**config.mk**
```make
export PLATFORM = sky130hd
export DESIGN_NAME = cmp_arb_flat
export DESIGN_NICKNAME = d
export VERILOG_FILES = /design/src/rtl/cmp_arb_pkg.sv /design/src/rtl/cmp_arb_if.sv /design/src/rtl/cmp.sv /design/src/rtl/cmp_arb_rr_arb.sv /design/src/rtl/cmp_arb.sv /design/src/flat_wrapper.sv
export SDC_FILE = /design/constraint.sdc
export NUM_CORES = 1
export LEC_CHECK = 0
export CAP_MARGIN = 0
export CORE_ASPECT_RATIO = 0.7
export CORE_UTILIZATION = 30
export CTS_BUF_LIST = sky130_fd_sc_hd__clkbuf_4 sky130_fd_sc_hd__clkbuf_8
export DETAILED_ROUTE_END_ITERATION = 12
export PLACE_DENSITY = 0.76
export SKIP_LAST_GASP = 1
export SYNTH_ARGS = -nofsm -noshare
export SYNTH_HDL_FRONTEND = slang
export SYNTH_SLANG_ARGS = --single-unit
```
**constraint.sdc**
```tcl
create_clock -name clk -period 3.1 [get_ports clk]
set_input_delay 0.465 -clock clk [delete_from_list [all_inputs] [get_ports clk]]
set_output_delay 0.465 -clock clk [all_outputs]
set_load 0.02 [all_outputs]
```
**src/rtl/cmp_arb_pkg.sv**
```systemverilog
// cmp_arb_pkg: shared response type, stats width and round-robin pick helper
// used by cmp_arb and its rr_arb picker.
package cmp_arb_pkg;
    localparam int STAT_W = 16;
    localparam int MAX_N = 16;
    typedef struct packed {
        logic eq;
        logic gt;
        logic lt;
    } cmp_rsp_t;
    typedef struct packed {
        logic       found;
        logic [3:0] idx;
    } rr_pick_t;
    // Scans downward so the smallest offset from ptr is the last (winning) write.
    function automatic rr_pick_t rr_pick(input logic [MAX_N-1:0] vld, input logic [3:0] ptr, input int n);
        rr_pick_t r;
        int k;
        r = '0;
        for (int i = MAX_N - 1; i >= 0; i--) begin
            k = (int'(ptr) + i) % n;
            if (i < n && vld[k]) begin
                r.found = 1'b1;
                r.idx = 4'(k);
            end
        end
        return r;
    endfunction
endpackage

```
**src/rtl/cmp_arb_if.sv**
```systemverilog
// cmp_arb_if: request/response bundle between the clients, cmp_arb and the
// response consumer.
interface cmp_arb_if #(parameter int N = 4, parameter int W = 32);
    logic [N-1:0]         i_req_vld;
    logic [N*W-1:0]       i_req_a;
    logic [N*W-1:0]       i_req_b;
    logic [N-1:0]         o_req_rdy;
    logic                 o_rsp_vld;
    logic [$clog2(N)-1:0] o_rsp_id;
    logic                 o_rsp_eq;
    logic                 o_rsp_gt;
    logic                 o_rsp_lt;
    logic                 i_rsp_rdy;
    modport slave (
        input  i_req_vld, i_req_a, i_req_b, i_rsp_rdy,
        output o_req_rdy, o_rsp_vld, o_rsp_id, o_rsp_eq, o_rsp_gt, o_rsp_lt
    );
    modport master (
        output i_req_vld, i_req_a, i_req_b, i_rsp_rdy,
        input  o_req_rdy, o_rsp_vld, o_rsp_id, o_rsp_eq, o_rsp_gt, o_rsp_lt
    );
endinterface

```
**src/rtl/cmp.sv**
```systemverilog
// cmp: W-bit magnitude comparator; FPGA_INFER selects a subtract-based form
// that maps onto carry chains.
module cmp #(
    parameter int W = 32,
    parameter int IS_SIGNED = 1,
    parameter int FPGA_INFER = 0
) (
    input  logic [W-1:0] i_a,
    input  logic [W-1:0] i_b,
    output logic         o_eq,
    output logic         o_gt,
    output logic         o_lt
);
    logic [W-1:0] w_a, w_b;
    // Flipping the sign bits turns a signed compare into an unsigned one.
    assign w_a = i_a ^ (W'(IS_SIGNED != 0) << (W - 1));
    assign w_b = i_b ^ (W'(IS_SIGNED != 0) << (W - 1));
    assign o_eq = w_a == w_b;
    generate
        if (FPGA_INFER != 0) begin : g_sub
            logic [W:0] w_d;
            assign w_d = {1'b0, w_a} - {1'b0, w_b};
            assign o_lt = w_d[W];
            assign o_gt = ~w_d[W] & ~o_eq;
        end else begin : g_rel
            assign o_lt = w_a < w_b;
            assign o_gt = w_a > w_b;
        end
    endgenerate
endmodule

```
**src/rtl/cmp_arb_rr_arb.sv**
```systemverilog
// rr_arb: N-way round-robin picker; the pointer moves to one past the
// accepted requester and holds otherwise.
module rr_arb import cmp_arb_pkg::*; #(
    parameter int N = 4
) (
    input  logic                 clk,
    input  logic                 rst,
    input  logic [N-1:0]         i_vld,
    input  logic                 i_en,
    output logic [N-1:0]         o_gnt,
    output logic [$clog2(N)-1:0] o_id,
    output logic                 o_accept
);
    localparam int IW = $clog2(N);
    logic [IW-1:0] r_ptr;
    rr_pick_t      w_pick;
    assign w_pick = rr_pick(MAX_N'(i_vld), 4'(r_ptr), N);
    assign o_id = IW'(w_pick.idx);
    assign o_accept = i_en & w_pick.found;
    assign o_gnt = o_accept ? ({{(N-1){1'b0}}, 1'b1} << o_id) : '0;
    always_ff @(posedge clk) begin
        if (rst)
            r_ptr <= '0;
        else if (o_accept)
            r_ptr <= (o_id == IW'(N - 1)) ? '0 : o_id + IW'(1);
    end
endmodule

```
**src/rtl/cmp_arb.sv**
```systemverilog
// cmp_arb: round-robin sharing of one cmp comparator among N requesters with a
// registered response slot. Define CMP_ARB_STATS_EN to add grant/stall counters.
module cmp_arb import cmp_arb_pkg::*; #(
    parameter int N = 4,
    parameter int W = 32,
    parameter int IS_SIGNED = 1,
    parameter int FPGA_INFER = 0
) (
    input logic clk,
    input logic rst,
    cmp_arb_if.slave bus
`ifdef CMP_ARB_STATS_EN
    ,
    output logic [N*STAT_W-1:0] o_grant_cnt,
    output logic [STAT_W-1:0]   o_stall_cnt
`endif
);
    localparam int IW = $clog2(N);
    logic          w_slot_free, w_accept;
    logic [IW-1:0] w_id, r_id;
    logic [W-1:0]  w_a, w_b;
    logic          w_eq, w_gt, w_lt;
    logic          r_vld;
    cmp_rsp_t      r_rsp;
    assign w_slot_free = ~r_vld | bus.i_rsp_rdy;
    rr_arb #(.N(N)) u_arb (
        .clk      (clk),
        .rst      (rst),
        .i_vld    (bus.i_req_vld),
        .i_en     (w_slot_free & ~rst),
        .o_gnt    (bus.o_req_rdy),
        .o_id     (w_id),
        .o_accept (w_accept)
    );
    assign w_a = bus.i_req_a[w_id*W +: W];
    assign w_b = bus.i_req_b[w_id*W +: W];
    cmp #(.W(W), .IS_SIGNED(IS_SIGNED), .FPGA_INFER(FPGA_INFER)) u_cmp (
        .i_a  (w_a),
        .i_b  (w_b),
        .o_eq (w_eq),
        .o_gt (w_gt),
        .o_lt (w_lt)
    );
    // An accept always wins over a drain so back-to-back responses need no bubble.
    always_ff @(posedge clk) begin
        if (rst) begin
            r_vld <= 1'b0;
            r_id <= '0;
            r_rsp <= '0;
        end else if (w_accept) begin
            r_vld <= 1'b1;
            r_id <= w_id;
            r_rsp <= {w_eq, w_gt, w_lt};
        end else if (bus.i_rsp_rdy) begin
            r_vld <= 1'b0;
        end
    end
    assign bus.o_rsp_vld = r_vld;
    assign bus.o_rsp_id = r_id;
    assign bus.o_rsp_eq = r_rsp.eq;
    assign bus.o_rsp_gt = r_rsp.gt;
    assign bus.o_rsp_lt = r_rsp.lt;
`ifdef CMP_ARB_STATS_EN
    logic [N-1:0][STAT_W-1:0] r_grant_cnt;
    logic [STAT_W-1:0]        r_stall_cnt;
    always_ff @(posedge clk) begin
        if (rst) begin
            r_grant_cnt <= '0;
            r_stall_cnt <= '0;
        end else begin
            if (w_accept && r_grant_cnt[w_id] != '1)
                r_grant_cnt[w_id] <= r_grant_cnt[w_id] + STAT_W'(1);
            if (r_vld && !bus.i_rsp_rdy && r_stall_cnt != '1)
                r_stall_cnt <= r_stall_cnt + STAT_W'(1);
        end
    end
    assign o_grant_cnt = r_grant_cnt;
    assign o_stall_cnt = r_stall_cnt;
`endif
endmodule

```
**src/flat_wrapper.sv**
```systemverilog
// flat-port wrapper written by rule: the top's interface ports become plain ports
module cmp_arb_flat import cmp_arb_pkg::*;
#(
    parameter int N = 4,
    parameter int W = 32,
    parameter int IS_SIGNED = 1,
    parameter int FPGA_INFER = 0
)
  (clk, rst, bus_i_req_vld, bus_i_req_a, bus_i_req_b, bus_i_rsp_rdy, bus_o_req_rdy, bus_o_rsp_vld, bus_o_rsp_id, bus_o_rsp_eq, bus_o_rsp_gt, bus_o_rsp_lt);
  cmp_arb_if #(.N(N), .W(W)) bus_i ();
  input logic clk;
  input logic rst;
  input wire logic [$bits(bus_i.i_req_vld)-1:0] bus_i_req_vld;
  input wire logic [$bits(bus_i.i_req_a)-1:0] bus_i_req_a;
  input wire logic [$bits(bus_i.i_req_b)-1:0] bus_i_req_b;
  input wire logic [$bits(bus_i.i_rsp_rdy)-1:0] bus_i_rsp_rdy;
  output wire logic [$bits(bus_i.o_req_rdy)-1:0] bus_o_req_rdy;
  output wire logic [$bits(bus_i.o_rsp_vld)-1:0] bus_o_rsp_vld;
  output wire logic [$bits(bus_i.o_rsp_id)-1:0] bus_o_rsp_id;
  output wire logic [$bits(bus_i.o_rsp_eq)-1:0] bus_o_rsp_eq;
  output wire logic [$bits(bus_i.o_rsp_gt)-1:0] bus_o_rsp_gt;
  output wire logic [$bits(bus_i.o_rsp_lt)-1:0] bus_o_rsp_lt;
  assign bus_i.i_req_vld = bus_i_req_vld;
  assign bus_i.i_req_a = bus_i_req_a;
  assign bus_i.i_req_b = bus_i_req_b;
  assign bus_i.i_rsp_rdy = bus_i_rsp_rdy;
  assign bus_o_req_rdy = bus_i.o_req_rdy;
  assign bus_o_rsp_vld = bus_i.o_rsp_vld;
  assign bus_o_rsp_id = bus_i.o_rsp_id;
  assign bus_o_rsp_eq = bus_i.o_rsp_eq;
  assign bus_o_rsp_gt = bus_i.o_rsp_gt;
  assign bus_o_rsp_lt = bus_i.o_rsp_lt;
  cmp_arb #(.N(N), .W(W), .IS_SIGNED(IS_SIGNED), .FPGA_INFER(FPGA_INFER)) u_core (.clk(clk), .rst(rst), .bus(bus_i));
endmodule
```
==> impl_metrics.py, run 1 <==
metrics = {
    "outcome": {
        "status": "finished, final reports clean",
    },
    "critical_path": {
        "path_class": "primary input to register",
        "critPathMaxStageDelay_ns": 0.28,
        "cp_slowest_cell": "mux2_4",
        "r2r_cells": 15,
        "reg2reg_slack_ns": 0.05,
        "worst_setup_path_end_kind": "register",
        "arrival_ns": 3.20,
        "critPathLaunchType": "primary input",
        "reg2reg_from": "u_core.u_arb.r_ptr[1]",
        "cp_cell_sequence": "buf_2 -> a21o_1 -> a21oi_2 -> o22ai_4 -> buf_12 -> buf_6 -> buf_16 -> buf_6 -> mux2i_4 -> mux2_4 -> ha_4 -> nor2b_1 -> o211ai_1 -> a21oi_2 -> o311ai_2 -> a31o_2",
        "cp.depth": 16,
        "cp_top_family": "compound AO/OA/AOI/OAI gates",
        "worst-path-buf-inv": 5,
        "path_max_fanout": 7,
        "r2r-end": "u_core.bus.o_rsp_lt",
        "cp.required_ns": 3.22,
    },
    "clock_tree": {
        "root_buffer": "clkbuf_8",
        "clock-sinks": 8,
        "hold_buffers": 0,
        "cts_buffers": 3,
        "insertion_delay_ns": 0.23,
        "cts_max_level": 1,
        "path_clk_slew_ns": 0.04,
        "clockBufferDepth": 2,
        "tritoncts": "yes",
    },
    "routing": {
        "num_vias": 3820,
        "wire_per_inst_um": 16.9,
        "first_pass_iters": 5,
        "drc": 0,
        "drt_iter0_drc": 128,
        "viasPerCell": 4.86,
        "postRouteAntennaNets": 0,
        "drt_wl_total_um": 13300,
    },
    "synthesis": {
        "synth-edff-count": 0,
        "yosysSeqAreaShare": 0.0497,
        "syn_nets": 644,
        "ys_seq_elements": 8,
        "synth.top_cell.area_share": 0.500,
        "synth_top_area_cell": "mux2i_1",
        "async_reset_ff_frac": 0,
        "syn_area_mm2": 0.00322,
        "dominantRegCellSynth": "dfxtp_1",
        "synth_area_leaders": "mux2i_1, ha_1, mux2_2, dfxtp_1, buf_4",
        "synth_commonest_cells": "mux2i_1, ha_1, mux2_2",
        "post-synth-top-count-cell": "mux2i_1",
        "synth.distinct_cells": 33,
        "syn-mean-instance-area_um2": 9.34,
        "postSynthCellCount": 345,
        "ys_warn_count": 0,
    },
    "pwr": {
        "pwr-share-clk": 0.062,
        "internal_power_mw": 1.27,
        "power_frac_comb": 0.875,
        "power_switching_mw": 0.780,
        "p_leak_nw": 3.20,
        "p_per_area_mw_per_mm2": 305,
        "pwr-share-seq": 0.063,
        "total_power_mw": 2.05,
        "swShare": 0.381,
        "irDropWorstVdd_mv": 0.148,
    },
    "sta": {
        "setup_viol": 0,
        "finalHoldViolCount": 0,
        "drv_slew": 0,
        "period_needed_ns": 3.08,
        "relSlewSlack": 0.723,
        "fin_crit_sh": 0.993,
        "fmax_mhz": 325,
        "skew_ns": 0.000541,
        "setup_slack_ns": 0.0220,
        "worst_pin_slew_ns": 0.412,
        "rsz0062_at_grt": "yes",
    },
    "worst_hold_path": {
        "worstHoldEndpoint": "u_core.bus.o_rsp_eq",
        "min_path_type": "register to register",
        "holdCritStartpoint": "u_core.bus.o_rsp_eq",
        "hold_depth": 2,
    },
    "global_routing": {
        "grt_start_max_net_pins": 24,
        "grt_pass1_wl_um": 19300,
        "antenna_found_initial": 0,
        "gr-total-overflow": 0,
        "use_met2": 0.423,
        "grt_pass1_vias": 3838,
        "grt_util_met1": 0.271,
        "use_met3": 0.0302,
        "grt.busiest_layer": "met2",
        "grt_use_total": 0.219,
    },
    "placement": {
        "pre_cts_ws_ns": -0.675,
        "placed_cells": 776,
        "dpl_cell_area_mm2": 0.00639,
        "hpwl_um": 11400,
        "port_buffers": 272,
        "place.gp.congestion": 0.826,
    },
    "floorplanning": {
        "io_pins": 273,
        "core_mm2": 0.0104,
        "start_util": 0.310,
        "dieArea_mm2": 0.0112,
        "die_w_um": 126,
        "placementRows": 31,
        "die_h_um": 88.7,
    },
    "layout": {
        "post-route-util": 0.645,
        "diodes": 0,
        "syn2layout_area_growth_pct": 108,
        "layout-drive-gt1-share": 0.177,
        "final_cells": 786,
        "fin_area_mm2": 0.00670,
        "nets": 955,
    },
    "run": {
        "drv_cap": 0,
    },
}
[timing repair]
| item | 4_1_cts | 5_1_grt |
|---|---|---|
| buffers inserted | 2 | 3 |
| pin swaps | 10 | 14 |
| endpoints found under the hold margin | 0 | 0 |
| cloned | 2 | 1 |
| setup endpoints to repair | 7 | 5 |
| gates resized for setup | 25 | 27 |
[power groups by stage]
stage          logic, mW  clock network (mW)  registers [mW]
5_1_grt             1.94               0.137           0.130
6_report            1.79               0.127           0.128
3_5_place_dp        1.64                   0           0.129
2_1_floorplan      0.914                   0           0.140
3_3_place_gp        1.60                   0           0.128
4_1_cts             1.73               0.131           0.127
[layout by cell type, fill, tap and decap left out, types with 3 or more instances in the layout]
master / n
clkdlybuf4s50_1: 266
mux2i_1: 157
buf_4: 36
ha_1: 34
mux2_2: 31
buf_6: 11
nand4_1: 9
nand2_1: 9
a21oi_1: 8
inv_1: 7
dfxtp_1: 7
buf_12: 6
nor2b_1: 4
nor2_1: 4
a21oi_2: 4
and2_1: 4
nand3_1: 4
dlygate4sd2_1: 4
nor2_2: 3
mux2i_2: 3
o21ai_0: 3
o211ai_1: 3
clkbuf_8: 3
[per-layer routing]
metal  wire length (µm)  share of wire
met4                 51         0.0038
met2               6660           0.50
met5                  0              0
met1               5910           0.45
met3                649          0.049
[kinds of logic (layout without fill, tap and decap cells)]
logic type / Yosys count / count (layout) / share of synthesized area
AND/OR/NAND/NOR: 43 / 43 / 0.0691
buffers and inverters: 30 / 339 / 0.0567
multiplexers: 193 / 193 / 0.612
AO/OA/AOI/OAI: 35 / 35 / 0.0730
adder cells (fa/ha/maj): 36 / 36 / 0.140
flip-flops: 8 / 8 / 0.0497
[stage by stage]
| step | hold slack, ns | setup TNS [ns] |
|---|---|---|
| detailed placement | 0.440 | -2.79 |
| CTS | 0.447 | -0.0229 |
| global placement | 0.434 | -2.53 |
| finish | 0.444 | 0 |
| global route | 0.479 | -0.156 |
| floorplan | 0.499 | 0 |
[worst register-to-register path, cell delays in order (launching register included)]
cell,delay (ns)
dfxtp_2,0.34
a21o_1,0.17
a21oi_2,0.19
o22ai_4,0.11
buf_12,0.15
buf_6,0.12
buf_16,0.14
buf_6,0.13
mux2i_4,0.18
mux2_4,0.28
ha_4,0.27
nor2b_1,0.15
o211ai_1,0.11
a21oi_2,0.21
o311ai_2,0.14
a31o_2,0.26
[final cells by class]
type | count | area (µm²)
clock buffer | 3 | 41.3
fill | 848 | 3690
inverter | 8 | 30.0
multi-input combinational | 307 | 3000
sequential | 8 | 161
tap | 132 | 165
timing repair buffer | 328 | 3300
[worst max path at each step]
stage | from | end | slack (ns)
after floorplan | bus_i_req_vld[0] | u_core.bus.o_rsp_lt | 0.09
after global placement | bus_i_req_vld[0] | u_core.bus.o_rsp_lt | -0.61
after detailed placement | bus_i_req_vld[0] | u_core.bus.o_rsp_lt | -0.67
after CTS | bus_i_req_vld[0] | u_core.bus.o_rsp_lt | -0.02
after global routing | bus_i_req_vld[2] | u_core.bus.o_rsp_lt | -0.08
final | bus_i_req_vld[0] | u_core.bus.o_rsp_lt | 0.02
[sequential cells by signal, summed over array words and instances (netlist names)]
register,flops
u_core.bus.o_rsp_id,2
u_core.bus.o_rsp_vld,1
u_core.u_arb.r_ptr,2
u_core.bus.o_rsp_gt,1
u_core.bus.o_rsp_eq,1
u_core.bus.o_rsp_lt,1
(Power assumes the default switching activity.)
==> inputs of run 2 (changes only) <==
--- a/config.mk
+++ b/config.mk
@@ -7,10 +7,11 @@
 export LEC_CHECK = 0
 export CAP_MARGIN = 0
 export CORE_ASPECT_RATIO = 0.7
+export CORE_MARGIN = 3
 export CORE_UTILIZATION = 30
 export CTS_BUF_LIST = sky130_fd_sc_hd__clkbuf_4 sky130_fd_sc_hd__clkbuf_8
 export DETAILED_ROUTE_END_ITERATION = 12
-export PLACE_DENSITY = 0.76
+export PLACE_DENSITY = 0.79
 export SKIP_LAST_GASP = 1
 export SYNTH_ARGS = -nofsm -noshare
 export SYNTH_HDL_FRONTEND = slang
==> impl_metrics.py, run 2 (synthesis gave the netlist of run 1 again) <==
metrics = {
    "clock_tree": {
        "path_clk_slew_ns": 0.04,
        "root_buffer": "clkbuf_8",
        "clockBufferDepth": 2,
        "clock-sinks": 8,
        "hold_buffers": 0,
        "cts_buffers": 3,
        "insertion_delay_ns": 0.23,
        "cts_max_level": 1,
        "tritoncts": "yes",
    },
    "layout": {
        "mostFrequentLayoutCell": "clkdlybuf4s50_1",
        "layout-drive-gt1-share": 0.240,
        "diodes": 0,
        "post-route-util": 0.728,
        "nets": 959,
        "syn2layout_area_growth_pct": 127,
        "mostFrequentLayoutCells": "clkdlybuf4s50_1, mux2i_1, buf_4, ha_1",
        "final_cells": 786,
        "fill_cells": 715,
    },
    "sta": {
        "finalHoldViolCount": 0,
        "worst_pin_slew_ns": 0.471,
        "setup_viol": 0,
        "fin_crit_sh": 0.976,
        "skew_ns": 0.000654,
        "setup_slack_ns": 0.0755,
        "drv_slew": 0,
        "fmax_mhz": 331,
        "period_needed_ns": 3.02,
        "relSlewSlack": 0.683,
    },
    "outcome": {
        "status": "finished, final reports clean",
    },
    "global_routing": {
        "grt_start_max_net_pins": 21,
        "grt_pass1_vias": 4182,
        "grt_pass1_wl_um": 21000,
        "antenna_found_initial": 0,
        "grt_use_total": 0.218,
        "gr-total-overflow": 0,
    },
    "critical_path": {
        "cp_cell_sequence": "buf_6 -> a21o_1 -> a21oi_2 -> o22ai_4 -> buf_12 -> buf_16 -> buf_8 -> mux2i_1 -> mux2_4 -> ha_4 -> nand4_1 -> nor4_2 -> buf_4 -> o311ai_2 -> a31o_2",
        "worst_setup_path_end_kind": "register",
        "worst-path-buf-inv": 5,
        "critPathLaunchType": "primary input",
        "path_class": "primary input to register",
        "cp_slowest_cell": "nor4_2",
        "arrival_ns": 3.15,
        "critPathMaxStageDelay_ns": 0.31,
        "path_max_fanout": 6,
        "cp_top_family": "compound AO/OA/AOI/OAI gates",
        "cp.required_ns": 3.22,
    },
    "routing": {
        "wire_per_inst_um": 19.5,
        "viasPerCell": 5.06,
        "drc": 0,
        "first_pass_iters": 4,
        "drt_wl_total_um": 15300,
        "num_vias": 3976,
        "drt_iter0_drc": 124,
        "postRouteAntennaNets": 0,
    },
    "placement": {
        "port_buffers": 272,
        "hpwl_um": 11700,
        "pre_cts_ws_ns": -0.766,
        "place.gp.congestion": 0.829,
        "placed_cells": 761,
    },
    "floorplanning": {
        "placementRows": 30,
        "die_w_um": 130,
        "core_mm2": 0.0101,
        "dieArea_mm2": 0.0120,
        "io_pins": 273,
        "start_util": 0.320,
        "die_h_um": 92.7,
    },
    "pwr": {
        "p_per_area_mw_per_mm2": 330,
        "irDropWorstVdd_mv": 0.212,
        "total_power_mw": 2.42,
        "p_leak_nw": 3.31,
    },
    "run": {
        "drv_cap": 0,
    },
    "worst_hold_path": {
        "min_path_type": "register to register",
    },
}
==> run 2: cell types whose count changed in the layout (fill, tap and decap cells not counted), moves of 3 or more <==
cell,delta
dlygate4sd2_1,-3
clkbuf_16,+3
ha_4,+15
mux2i_2,+11
buf_8,+4
mux2i_1,-24
buf_12,+3
buf_4,-3
mux2i_4,+13
ha_1,-15
mux2_4,+14
mux2_2,-14
==> run 2: repair_timing <==
item	CTS	global route
gates cloned	4	5
pin swaps	13	19
resized for setup	52	86
buffers inserted	7	8
endpoints found under the hold margin	0	0
endpoints found under the setup margin	7	7
==> run 2: area by class of cell <==
type,instances,area [µm²],area share
Inverter,8,30.0,0.00410
Timing Repair Buffer,332,3470,0.474
Tap cell,128,160,0.0219
Clock buffer,3,41.3,0.00564
Sequential cell,8,161,0.0221
Multi-Input combinational cell,307,3460,0.472
==> run 2: power breakdown <==
part	leakage (nW)	internal, mW	total (mW)	switching, mW
Clock	0.0216	0.0844	0.128	0.0438
Sequential	0.0665	0.118	0.127	0.00903
Combinational	3.22	1.29	2.16	0.875
==> run 2: routing by layer <==
metal	share of wire	track usage	up-vias	wire length, µm
met5	0	0	-	0
met1	0.40	0.268	1832	6150
li1	-	-	1966	-
met4	0.014	0.0337	0	208
met2	0.52	0.401	160	7960
met3	0.063	0.0398	18	968
==> run 2: worst reg2reg max path, cell delays in order, from the launching register on <==
cell      delay [ns]
dfxtp_1         0.30
a21o_1          0.18
a21oi_2         0.20
o22ai_4         0.14
buf_12          0.17
buf_16          0.15
buf_8           0.14
mux2i_1         0.13
mux2_4          0.28
ha_4            0.27
nand4_1         0.13
nor4_2          0.32
buf_4           0.17
o311ai_2        0.11
a31o_2          0.22
==> run 2: path summary, 6_finish.rpt <==
| check | startpoint | end | slack [ns] | depth (start not counted) |
|---|---|---|---|---|
| hold / removal | u_core.bus.o_rsp_eq | u_core.bus.o_rsp_eq | 0.44 | 2 |
| hold reg to reg | u_core.bus.o_rsp_eq | u_core.bus.o_rsp_eq | 0.44 | 2 |
| setup / recovery | bus_i_req_vld[0] | u_core.bus.o_rsp_lt | 0.08 | 15 |
| setup reg to reg | u_core.u_arb.r_ptr[1] | u_core.bus.o_rsp_lt | 0.09 | 14 |
==> run 2: stage by stage <==
| step | area, µm² | setup TNS (ns) | hold WS, ns |
|---|---|---|---|
| after floorplan | 3220 | 0 | 0.499 |
| after global placement | 6290 | -2.60 | 0.436 |
| after detailed placement | 6290 | -3.22 | 0.434 |
| after CTS | 6760 | -0.00168 | 0.441 |
| after global routing | 7320 | -0.0346 | 0.456 |
| final | 7320 | 0 | 0.439 |
==> RTL change 1, RTL diff (settings of run 2) <==
`IS_SIGNED` is set to 1 in 3 places; all go to 0.
--- a/src/rtl/cmp.sv
+++ b/src/rtl/cmp.sv
@@ -3,5 +3,5 @@
 module cmp #(
     parameter int W = 32,
-    parameter int IS_SIGNED = 1,
+    parameter int IS_SIGNED = 0,
     parameter int FPGA_INFER = 0
 ) (
--- a/src/rtl/cmp_arb.sv
+++ b/src/rtl/cmp_arb.sv
@@ -4,5 +4,5 @@
     parameter int N = 4,
     parameter int W = 32,
-    parameter int IS_SIGNED = 1,
+    parameter int IS_SIGNED = 0,
     parameter int FPGA_INFER = 0
 ) (
--- a/src/flat_wrapper.sv
+++ b/src/flat_wrapper.sv
@@ -4,5 +4,5 @@
     parameter int N = 4,
     parameter int W = 32,
-    parameter int IS_SIGNED = 1,
+    parameter int IS_SIGNED = 0,
     parameter int FPGA_INFER = 0
 )
Behaviour: not the same (a bounded check fails within 4 cycles, from zero or initial values and one cycle with rst high).
==> RTL change 1 against run 2 <==
  * The run now ends with setup timing left
  * Via count up 3.5%
  * Global-route usage fell by 0.37 points
  * Synthesized area grew 0.78%
  * Synthesized cell count rose by 0.87%
  * Sequential cell count unchanged
  * Critical path depth shrank 2
  * Setup slack worse by 0.20 ns
  * First-iteration DRC count is 24% lower
  * Total power up 0.98%
  * Routed wire length is 4.0% lower
  * Die area up 0.73%
  * Design area down 3.1%
  * Critical path type is now flip-flop to flip-flop
  * Critical endpoint is now u_core.bus.o_rsp_gt$_SDFFE_PP0P_
  * Largest cell class unchanged
  * Largest power group unchanged
  * Highest routed layer unchanged
==> RTL change 1: results <==
{
  "yosys.area_share.adder_pct": 13.87,
  "globalRouteTotalUtil_pct": 21.46,
  "fin_setup_tns_ns": -0.1530,
  "fin_ws_ns": -0.1263,
  "grt_max_degree": 16,
  "place_congestion": 0.7966,
  "wl_per_cell_um": 17.96,
  "synth_mux_area_share_pct": 60.71,
  "outcome": "finished, violations left",
  "ys_top_cells_by_area": "mux2i_1, ha_1, mux2_2",
  "viasPerCell": 5.038,
  "syn_nets": 647,
  "synth-compound-area-share_pct": 6.934,
  "setup_violations": 2,
  "peakVddDrop_mv": 0.1692,
  "grt_pass1_vias": 4365,
  "ys_seq_area_share_pct": 4.931,
  "violations": "setup timing",
  "critPathArrivalTime_ns": 3.35,
  "cpPeakStageDelay_ns": 0.37,
  "drive_above_1_share_pct": 23.21,
  "fill_cells": 784,
  "synth_cell_types": 38,
  "power.leakage_nw": 3.373,
  "grt_pass1_wl_um": 21070,
  "switching_power_mw": 0.9434,
  "synth_common_cells": "mux2i_1, ha_1, mux2_2, a21oi_1, buf_4"
}
[RTL change 1: cell count changes in the layout (fill, tap and decap cells not counted), sizes merged, moves of 2 or more]
cell	change
buf	+26
dlygate4sd2	+4
inv	-4
nand3	+4
a21oi	+3
clkdlybuf4s50	-3
nand2	+2
nand4	-2
nor2	-2
o211ai	-2
[RTL change 1: worst paths after layout]
| kind | endpoint | cells past startpoint | from |
|---|---|---|---|
| worst max register to register | u_core.bus.o_rsp_gt$_SDFFE_PP0P_ | 13 | u_core.u_arb.r_ptr[1]$_SDFFE_PP0P_ |
| worst max-delay path | u_core.bus.o_rsp_gt$_SDFFE_PP0P_ | 13 | u_core.u_arb.r_ptr[1]$_SDFFE_PP0P_ |
| worst min-delay path | u_core.bus.o_rsp_id[0]$_SDFFE_PP0P_ | 2 | u_core.bus.o_rsp_id[0]$_SDFFE_PP0P_ |
| worst min register to register | u_core.bus.o_rsp_id[0]$_SDFFE_PP0P_ | 2 | u_core.bus.o_rsp_id[0]$_SDFFE_PP0P_ |
[RTL change 1: cell type report]
type                       instances  area share [%]
clock buffer                       3          0.5823
inverter                           4          0.2118
multi-input combinational        313           44.19
sequential                         8           2.329
tap                              132           2.329
timing repair buffer             357           50.36
[RTL change 1: timing repair]
action                                  in CTS  in global routing
resized for setup                           30                 54
gates cloned                                 4                  3
pin swaps                                   20                 21
endpoints found under the setup margin       7                  3
buffers inserted                            15                 10
[RTL change 1: per-stage QoR]
stage	hold slack (ns)	power, mW	std cells	area [um2]	setup slack [ns]
2_1_floorplan	0.5330	1.158	348	3248	0.01262
3_3_place_gp	0.4552	1.861	784	6442	-0.8375
3_5_place_dp	0.4687	1.919	784	6442	-0.9262
4_1_cts	0.4759	2.265	806	6839	-0.2722
5_1_grt	0.4929	2.619	817	7091	-0.2683
6_report	0.4838	2.442	817	7091	-0.1263
[RTL change 1: layer usage]
| layer | global-route usage [%] | vias to the layer above | wire length [um] |
|---|---|---|---|
| met3 | 3.539 | 12 | 988 |
| met4 | 2.483 | 0 | 102 |
| met1 | 26.23 | 1936 | 5989 |
| li1 | - | 2018 | - |
| met2 | 40.40 | 150 | 7592 |
| met5 | 0 | - | 0 |
[RTL change 1: power by group through the flow]
stage | combinational [mW] | sequential, mW | clock [mW]
6_report | 2.18 | 0.134 | 0.131
5_1_grt | 2.34 | 0.136 | 0.140
4_1_cts | 2.00 | 0.130 | 0.131
3_5_place_dp | 1.79 | 0.131 | 0
3_3_place_gp | 1.73 | 0.131 | 0
2_1_floorplan | 1.02 | 0.142 | 0
==> RTL change 2, RTL diff (settings of run 2) <==
Made on the original files. `W` is set to 32 in 4 places; all go to 48.
--- a/src/rtl/cmp_arb_if.sv
+++ b/src/rtl/cmp_arb_if.sv
@@ -1,5 +1,5 @@
 // cmp_arb_if: request/response bundle between the clients, cmp_arb and the
 // response consumer.
-interface cmp_arb_if #(parameter int N = 4, parameter int W = 32);
+interface cmp_arb_if #(parameter int N = 4, parameter int W = 48);
     logic [N-1:0]         i_req_vld;
     logic [N*W-1:0]       i_req_a;
--- a/src/rtl/cmp.sv
+++ b/src/rtl/cmp.sv
@@ -2,5 +2,5 @@
 // that maps onto carry chains.
 module cmp #(
-    parameter int W = 32,
+    parameter int W = 48,
     parameter int IS_SIGNED = 1,
     parameter int FPGA_INFER = 0
--- a/src/rtl/cmp_arb.sv
+++ b/src/rtl/cmp_arb.sv
@@ -3,5 +3,5 @@
 module cmp_arb import cmp_arb_pkg::*; #(
     parameter int N = 4,
-    parameter int W = 32,
+    parameter int W = 48,
     parameter int IS_SIGNED = 1,
     parameter int FPGA_INFER = 0
--- a/src/flat_wrapper.sv
+++ b/src/flat_wrapper.sv
@@ -3,5 +3,5 @@
 #(
     parameter int N = 4,
-    parameter int W = 32,
+    parameter int W = 48,
     parameter int IS_SIGNED = 1,
     parameter int FPGA_INFER = 0
Ports: changed (resized bus_i_req_a and bus_i_req_b); port bits go from 273 to 401. No check against the original RTL was run, so the function may have changed too.
==> RTL change 2 against run 2 <==
  * The run now ends with setup timing left
  * Synthesized cell count grew to 2.5 times the old value
  * Via count increased by 100%
  * Design area increased by 39%
  * Clock skew up 0.0015 ns
  * Count of clock-buffer cells in the layout did not move
  * Sequential cell count is the same
  * Synthesized area grew 40%
  * Total power grew 48%
  * Routed wire length is 85% higher
  * Final cell count rose by 92%
  * Setup slack worse by 0.27 ns
  * Critical path type is now flip-flop to flip-flop
  * Critical endpoint is now u_core.bus.o_rsp_eq$_SDFFE_PP0P_
  * Highest routed layer unchanged
==> RTL change 2: results <==
{
  "fin_skew_ns": 0.002130,
  "viasPerCell": 5.340,
  "pg_comb_mw": 3.32,
  "seqCellArea_um2": 165.2,
  "p_total_mw": 3.586,
  "peakVddDrop_mv": 0.2069,
  "nonClkBufAreaFrac_pct": 53.42,
  "fin_ws_ns": -0.1937,
  "synth.avg_cell_area_um2": 5.211,
  "clk_pin_slew_ns": 0.04,
  "n_all_buffers": 510,
  "critPathArrivalTime_ns": 3.45,
  "globalRouteTotalUtil_pct": 29.42,
  "outcome": "finished, violations left",
  "violations": "setup timing",
  "wl_per_cell_um": 18.78,
  "grt_pass1_vias": 7383,
  "power.leakage_nw": 4.652,
  "clockPowerShare_pct": 3.6,
  "crit_slowest_cell": "dfxtp_2",
  "fill_cells": 1165,
  "syn-instance-count": 868,
  "placed_cell_area_um2": 9225,
  "dp.cells": 1468,
  "dp_slack_ns": -0.8180,
  "multi_input_area_share_pct": 41.89,
  "num-multi-input-gates": 789,
  "synth_top_area_share_pct": 37.26,
  "synth_cell_types": 36,
  "nFlopsAndLatches": 8,
  "multi_input_area_um2": 4274,
  "place_congestion": 0.9142,
  "drive_above_1_share_pct": 13.06,
  "hpwl_um": 20900,
  "syn_nets": 1311,
  "path_max_fanout": 16,
  "p_int_mw": 1.969,
  "cpPeakStageDelay_ns": 0.35,
  "worst_slew_pin_slew_ns": 0.3330,
  "port-buffer-count": 400,
  "ys_top_cells_by_area": "nand2_1, ha_1, and3_1",
  "drt_iter0_drc": 762,
  "cp_top_family": "simple AND/OR/NAND/NOR gates",
  "dr.pass1.iters": 5,
  "grt_max_degree": 46,
  "setup_violations": 3,
  "synth_common_cells": "nand2_1, and3_1, ha_1, nand3_1",
  "area_share_clock_buf_inv_pct": 0.4047,
  "n_all_inverters": 7
}
-- RTL change 2: stage by stage --
| stage | setup TNS, ns | hold WS (ns) |
|---|---|---|
| after detailed placement | -3.323 | 0.4627 |
| after global placement | -2.995 | 0.4657 |
| after CTS | -0.08423 | 0.4784 |
| final | -0.5323 | 0.4925 |
| after global routing | -0.9696 | 0.5164 |
| after floorplan | 0 | 0.4991 |
-- RTL change 2: logic make-up after synthesis --
| kind of cell | count (synthesis) | share of synthesized area (%) |
|---|---|---|
| compound gates | 149 | 19.47 |
| fa+ha+maj | 52 | 14.38 |
| buf+inv | 71 | 8.050 |
| flops | 8 | 3.541 |
| simple gates | 588 | 54.55 |
-- RTL change 2: routing by layer --
metal / vias up / part of all wire (%) / track usage (%)
met1: 3628 / 41 / 39.66
met3: 74 / 8.8 / 4.403
met4: 0 / 2.9 / 5.976
met2: 486 / 47 / 50.47
li1: 3860 / - / -
met5: - / 0 / 0
-- RTL change 2: path summary, 6_finish.rpt --
path                                                           from                             endpoint  cells past startpoint
worst max register to register   u_core.u_arb.r_ptr[1]$_SDFFE_PP0P_     u_core.bus.o_rsp_eq$_SDFFE_PP0P_                     17
worst max-delay path             u_core.u_arb.r_ptr[1]$_SDFFE_PP0P_     u_core.bus.o_rsp_eq$_SDFFE_PP0P_                     17
worst min-delay path            u_core.bus.o_rsp_id[0]$_SDFFE_PP0P_  u_core.bus.o_rsp_id[0]$_SDFFE_PP0P_                      2
worst min register to register  u_core.bus.o_rsp_id[0]$_SDFFE_PP0P_  u_core.bus.o_rsp_id[0]$_SDFFE_PP0P_                      2
-- RTL change 2: timing repair --
item	in CTS	in global routing
cloned	9	4
pin swaps	31	18
gates resized for setup	61	34
hold buffers	0	0
setup endpoints to repair	7	4
setup buffers	16	8
